**src/rtl/memmu_pointcloud_pingpong.sv**
```systemverilog
// Multi-cloud ping/pong point-cloud address generator.
// Each cloud fills one buffer while the other is held for ExMU.
module memmu_pointcloud_pingpong #(
  parameter int NUM_CLOUDS       = 2,
  parameter int ADDR_W           = 32,
  parameter int PAYLOAD_W        = 64,
  parameter int POINT_BYTES_LOG2 = 4,
  parameter int MAX_POINTS_LOG2  = 16,
  localparam int CSEL_W = (NUM_CLOUDS > 1) ? $clog2(NUM_CLOUDS) : 1,
  localparam int SIZE_W = MAX_POINTS_LOG2 + 1
) (
  input  logic                         i_SYSTEM_clk,
  input  logic                         i_SYSTEM_rst,
  input  logic [ADDR_W-1:0]            i_MonU_baseAddr,
  input  logic                         i_MonU_clearFlags,
  input  logic                         i_SIU_valid,
  output logic                         o_SIU_ready,
  input  logic [CSEL_W-1:0]            i_SIU_cloudSel,
  input  logic                         i_SIU_newFrame,
  input  logic [PAYLOAD_W-1:0]         i_SIU_payload,
  output logic                         o_MEM_wrValid,
  input  logic                         i_MEM_wrReady,
  output logic [ADDR_W-1:0]            o_MEM_wrAddress,
  output logic [PAYLOAD_W-1:0]         o_MEM_wrPayload,
  output logic [NUM_CLOUDS-1:0]        o_MemMU_frameValid,
  output logic [NUM_CLOUDS*ADDR_W-1:0] o_MemMU_readBase,
  output logic [NUM_CLOUDS*SIZE_W-1:0] o_MemMU_size,
  input  logic [NUM_CLOUDS-1:0]        i_ExMU_release,
  output logic [NUM_CLOUDS-1:0]        o_MemMU_overflow,
  output logic [NUM_CLOUDS-1:0]        o_MemMU_overrun
);

  localparam int BUF_BYTES_LOG2 = MAX_POINTS_LOG2 + POINT_BYTES_LOG2;
  localparam logic [0:0] ST_FILL = 1'b0;
  localparam logic [0:0] ST_HELD = 1'b1;
  localparam logic [SIZE_W-1:0] FULL = {1'b1, {MAX_POINTS_LOG2{1'b0}}};

  logic [NUM_CLOUDS-1:0]             state_q, state_d;
  logic [NUM_CLOUDS-1:0]             wbuf_q, wbuf_d;
  logic [NUM_CLOUDS-1:0][SIZE_W-1:0] wptr_q, wptr_d;
  logic [NUM_CLOUDS-1:0][ADDR_W-1:0] rbase_q, rbase_d;
  logic [NUM_CLOUDS-1:0][SIZE_W-1:0] size_q, size_d;
  logic [NUM_CLOUDS-1:0]             ovf_q, ovf_d, ovf_set;
  logic [NUM_CLOUDS-1:0]             ovr_q, ovr_d, ovr_set;
  logic                              wrv_q, wrv_d;
  logic [ADDR_W-1:0]                 addr_q, addr_d;
  logic [PAYLOAD_W-1:0]              pl_q, pl_d;

  logic              acc;
  logic              wr_en;
  logic [ADDR_W-1:0] wr_addr;
  logic              rel;
  logic              buf_n;
  logic [SIZE_W-1:0] ptr_n;

  function automatic logic [ADDR_W-1:0] buf_base(
    input logic [ADDR_W-1:0] base,
    input int                c,
    input logic              b
  );
    logic [ADDR_W-1:0] idx;
    idx = ADDR_W'(2 * c) | ADDR_W'(b);
    return base + (idx << BUF_BYTES_LOG2);
  endfunction

  // Reset also forces ready low so every output reads 0 while held in reset.
  assign o_SIU_ready = !i_SYSTEM_rst && (!wrv_q || i_MEM_wrReady);
  assign acc         = i_SIU_valid && o_SIU_ready;

  always_comb begin
    state_d = state_q;
    wbuf_d  = wbuf_q;
    wptr_d  = wptr_q;
    rbase_d = rbase_q;
    size_d  = size_q;
    ovf_set = '0;
    ovr_set = '0;
    wr_en   = 1'b0;
    wr_addr = '0;
    rel     = 1'b0;
    buf_n   = 1'b0;
    ptr_n   = '0;
    for (int c = 0; c < NUM_CLOUDS; c++) begin
      rel = i_ExMU_release[c] && (state_q[c] == ST_HELD);
      if (rel) state_d[c] = ST_FILL;
      if (acc && (i_SIU_cloudSel == CSEL_W'(c))) begin
        buf_n = wbuf_q[c];
        ptr_n = wptr_q[c];
        if (i_SIU_newFrame) begin
          ptr_n = '0;
          if (wptr_q[c] != '0) begin
            // A release in the same cycle frees the slot before the swap.
            if ((state_q[c] == ST_HELD) && !rel) begin
              ovr_set[c] = 1'b1;
            end else begin
              size_d[c]  = wptr_q[c];
              rbase_d[c] = buf_base(i_MonU_baseAddr, c, wbuf_q[c]);
              buf_n      = ~wbuf_q[c];
              state_d[c] = ST_HELD;
            end
          end
        end
        wbuf_d[c] = buf_n;
        wptr_d[c] = ptr_n;
        if (ptr_n == FULL) begin
          ovf_set[c] = 1'b1;
        end else begin
          wr_en     = 1'b1;
          wr_addr   = buf_base(i_MonU_baseAddr, c, buf_n)
                    + (ADDR_W'(ptr_n) << POINT_BYTES_LOG2);
          wptr_d[c] = ptr_n + SIZE_W'(1);
        end
      end
    end
  end

  always_comb begin
    ovf_d = (ovf_q & ~{NUM_CLOUDS{i_MonU_clearFlags}}) | ovf_set;
    ovr_d = (ovr_q & ~{NUM_CLOUDS{i_MonU_clearFlags}}) | ovr_set;
  end

  always_comb begin
    wrv_d  = wrv_q;
    addr_d = addr_q;
    pl_d   = pl_q;
    if (wr_en) begin
      wrv_d  = 1'b1;
      addr_d = wr_addr;
      pl_d   = i_SIU_payload;
    end else if (i_MEM_wrReady) begin
      wrv_d = 1'b0;
    end
  end

  always_ff @(posedge i_SYSTEM_clk or posedge i_SYSTEM_rst) begin
    if (i_SYSTEM_rst) begin
      state_q <= {NUM_CLOUDS{ST_FILL}};
      wbuf_q  <= '0;
      wptr_q  <= '0;
      rbase_q <= '0;
      size_q  <= '0;
      ovf_q   <= '0;
      ovr_q   <= '0;
      wrv_q   <= 1'b0;
      addr_q  <= '0;
      pl_q    <= '0;
    end else begin
      state_q <= state_d;
      wbuf_q  <= wbuf_d;
      wptr_q  <= wptr_d;
      rbase_q <= rbase_d;
      size_q  <= size_d;
      ovf_q   <= ovf_d;
      ovr_q   <= ovr_d;
      wrv_q   <= wrv_d;
      addr_q  <= addr_d;
      pl_q    <= pl_d;
    end
  end

  assign o_MEM_wrValid      = wrv_q;
  assign o_MEM_wrAddress    = addr_q;
  assign o_MEM_wrPayload    = pl_q;
  assign o_MemMU_frameValid = state_q;
  assign o_MemMU_readBase   = rbase_q;
  assign o_MemMU_size       = size_q;
  assign o_MemMU_overflow   = ovf_q;
  assign o_MemMU_overrun    = ovr_q;

endmodule

```
**config.mk**
```make
export PLATFORM = sky130hd
export DESIGN_NAME = memmu_pointcloud_pingpong
export DESIGN_NICKNAME = d
export VERILOG_FILES = /design/src/rtl/memmu_pointcloud_pingpong.sv
export SDC_FILE = /design/constraint.sdc
export NUM_CORES = 1
export LEC_CHECK = 0
export ABC_AREA = 1
export CAP_MARGIN = 10
export CORE_MARGIN = 3
export CORE_UTILIZATION = 47
export DETAILED_ROUTE_END_ITERATION = 7
export PLACE_DENSITY_LB_ADDON = 0.08
export SLEW_MARGIN = 20
export SYNTH_ARGS = -nofsm -noshare
export SYNTH_HDL_FRONTEND = slang
export SYNTH_SLANG_ARGS = --single-unit
export TNS_END_PERCENT = 20
```
**constraint.sdc**
```tcl
create_clock -name i_SYSTEM_clk -period 7 [get_ports i_SYSTEM_clk]
set_input_delay 1.05 -clock i_SYSTEM_clk [delete_from_list [all_inputs] [get_ports i_SYSTEM_clk]]
set_output_delay 1.05 -clock i_SYSTEM_clk [all_outputs]
set_load 0.05 [all_outputs]
```
==> summary.md <==
| Metric | Value |
|---|---|
| Area share of the largest cell type after synthesis | 42.3% |
| Worst reg-to-reg path cell count | 18 |
| Total grt overflow | 0 |
| Post-synth EDFFs | 0 |
| Post-CTS Setup Repair Bufs | 0 |
| Synth Net Count | 2089 |
| Io pins | 307 |
| Final Instance Area | 0.0182 mm^2 |
| Clock Pin Slew Worst Setup and Hold Paths | 0.07 ns |
| Largest net degree at the start of global routing | 154 |
| Yosys warns | 0 |
| Leading area contributor after synthesis | dfrtp_1 |
| Gpl congestion | 0.962 |
| Number of buffer cells added on primary ports | 306 |
| RSZ-0062 raised after global routing | no |
| CTS tree | done |
| Clk buf depth | 3 |
| Max-slew violation count | 0 |
| Adder-cell area share of the yosys netlist | 7.44% |
| Largest family of logic cells by synthesized area | simple AND/OR/NAND/NOR gates |
| DR DRC count | 0 |
| Critical path cell sequence | clkdlybuf4s50_1, buf_4, nand3_1, nand2_1, nand2_1, inv_1, fa_1, ha_1, nand2_1, nor2_1, nand2_1, inv_1, nand4_1, nand3_1, nand2_1, nand3_1, nand3_1 |
| Post-layout min period | 3.95 ns |
| Main synth FF type | dfrtp_1 |
| Share of flip-flops with an asynchronous set or reset | 100% |
| Post-synth top cells | 734 x nand2_1, 237 x dfrtp_1, 230 x inv_1, 143 x nor2_1, 125 x nand3_1 |
| CP max FO | 17 |
| Worst Hold Path Cells | 2 |
| Initial antenna violation count | 0 |
| Sequential fraction of the synthesis area | 42.3% |
| GRT Resource Usage Total | 27.4% |
| Die Area | 0.0319 mm^2 |
| Synthesized instance count | 1903 |
| Post-Route WL | 44600 um |
| Slew margin rel. | 31.1% |
| DRT iter0 DRCs | 993 |
| Buf+Inv Stages, Crit Path | 4 |
| Fin Setup TNS | 0 ns |
| ANT nets after route | 0 |
| Wirelength per Cell | 17.2 um |
| Final worst path period share | 56.4% |
| Mux cell area share after synthesis | 0% |
| CP Launch Type | primary input |
| TritonCTS buffer count | 26 |
| Top cells by area, synth | dfrtp_1 42%, nand2_1 20%, ha_1 6.9% |
| Final clock skew | 0.0157 ns |
| Clk_lat worst skew | 0.54 ns |
| Status | complete, no violations |
| Cts hold-fix bufs | 0 |
| FMAX | 0.253 GHz |
| # Max-Cap Violations | 0 |
| Core Box Area | 0.0291 mm^2 |
| Mean Syn Cell Area | 7.37 um^2 |
| Fin. Hold Viols | 0 |
| Initial core utilization | 48.2% |
| Layout net count | 2375 |
| Most frequent CP cell | nand2_1 |
| Post-DP Area | 0.0173 mm^2 |
| Max H-tree Level | 1 |
| Global-route wire length before repair | 68800 um |
| Worst slew pin tran | 1.03 ns |
| Post-DP HPWL | 34400 um |
| CTS root buf | clkbuf_16 |
| Crit. End Element | flop |
| Number of global-route vias before repair | 12500 |
| Largest delay share family, worst path | buffers and inverters |
| #FFs+latches synth | 237 |
| Critical path depth | 17 |
| Compound-Gate Fraction of Synth Area | 5.68% |
| Chip height | 179 um |
| Layout cells sized above 1 | 3.94% |
| 1st-pass router iterations | 5 |
| Area occupied by multi-input gates | 0.00681 mm^2 |
| Vias per inst | 5.11 |
| Slowest cell on the critical path | clkdlybuf4s50_1 |
| Fill cells | 2690 |
| Critical path type | primary input to flop |
| Xor and xnor fraction of the mapped netlist area | 3.75% |
| Finish-stage setup viols | 0 |
| Clock sinks | 237 |
| Pleak | 0.00923 uW |
| Pwr Density | 334 mW/mm^2 |
| Worst EP arrival | 4.37 ns |
| Cell with the most instances after synthesis | nand2_1 |
| Netlist cell types | 37 |
| Die width | 179 um |
| Cts repair resizes | 0 |
| Max IR drop VDD | 186 uV |
| WP data required | 7.43 ns |
| HP Class | flop to flop |
| Area fraction in and, or, nand and nor cells after synthesis | 31.7% |
| Reg area | 0.00593 mm^2 |
| Routed vias | 13200 |
| Crit path largest cell delay | 0.86 ns |
| Row cnt | 62 |
| Layout Area Growth over Synthesis | 29.5% |
| Mapped Area | 0.0140 mm^2 |
[worst paths after layout]
check / from / end / slack (ns)
max in group asynchronous: i_SYSTEM_rst / o_MemMU_readBase[62] / 4.72
min: o_MEM_wrPayload[63] / o_MEM_wrPayload[63] / 0.47
max reg2reg: wptr_q[7] / o_MEM_wrAddress[27] / 3.51
min in group asynchronous: i_SYSTEM_rst / o_MEM_wrValid / 1.04
max: i_SIU_newFrame / o_MEM_wrAddress[23] / 3.05
min reg2reg: o_MEM_wrPayload[63] / o_MEM_wrPayload[63] / 0.47
[per-layer routing]
metal	GRT usage (%)	vias up	wire length [um]
li1	-	6511	-
met1	36.3	6131	18600
met2	46.2	508	20900
met3	4.53	83	3600
met4	8.51	0	1420
met5	0	-	0
[final cells by class]
type / count / share of cell area, %
diodes: 1 / 0.0138
clock buffers: 37 / 4.26
clock inverters: 9 / 0.682
inverters: 240 / 4.98
multi-input cells: 1372 / 37.5
flip-flops and latches: 237 / 32.7
well taps: 384 / 2.65
repair buffers: 312 / 17.2
[report_power, final]
| part | leakage [uW] | internal, uW | switching [uW] |
|---|---|---|---|
| combinational | 0.00576 | 850 | 1850 |
| sequential | 0.00303 | 1710 | 206 |
| clock | 0.000447 | 875 | 566 |
[stage by stage]
step	hold WS (ns)	total power (uW)	instances	utilization, %	setup WS, ns
6_report	0.468	6060	2592	62.4	3.05
5_1_grt	0.484	6360	2591	62.4	2.74
3_3_place_gp	0.452	4620	2545	59.3	2.54
4_1_cts	0.472	6110	2591	62.4	3.10
3_5_place_dp	0.457	4650	2545	59.3	2.54
2_1_floorplan	0.475	3660	1903	-	2.84
[flip-flops by register name (all words and copies together) (netlist names)]
signal,cells
wbuf_q,2
wptr_q,34
o_MemMU_readBase,64
o_MEM_wrValid,1
o_MemMU_overrun,2
o_MEM_wrAddress,32
o_MEM_wrPayload,64
o_MemMU_frameValid,2
o_MemMU_size,34
o_MemMU_overflow,2
[cells by family after synthesis]
kind of cell | Yosys count
xor gates and xnor gates | 60
and+or+nand+nor | 1080
adders and majority gates | 81
buffers and inverters | 294
AOI/OAI and AO/OA | 151
DFF | 237
[layout by cell type, fill, tap and decap left out, types with 2 or more instances in the layout]
cell and n:
nand2_1 734, clkdlybuf4s50_1 306, dfrtp_1 237, inv_1 229
nor2_1 143, nand3_1 125, o21ai_0 108, ha_1 77
xor2_1 55, nand4_1 30, clkbuf_16 27, a21oi_1 18
nor3_1 12, o21ai_1 12, inv_2 10, nand3b_1 9
or2_2 8, nor2_2 6, clkbuf_8 6, xnor2_1 5
clkinv_2 5, o21ai_2 4, and2_1 4, o22ai_1 4
fa_1 4, clkbuf_1 4, buf_4 4, nor3_2 3
bufinv_16 3, nand3_4 2, nand2_4 2, buf_12 2
[tightest hold or removal path, delay by kind of cell, from the launching register on]
| kind | cells | cell delay [ns] |
|---|---|---|
| flops | 1 | 0.34 |
| simple gates | 2 | 0.10 |
Power figures use the tool's default switching activity.
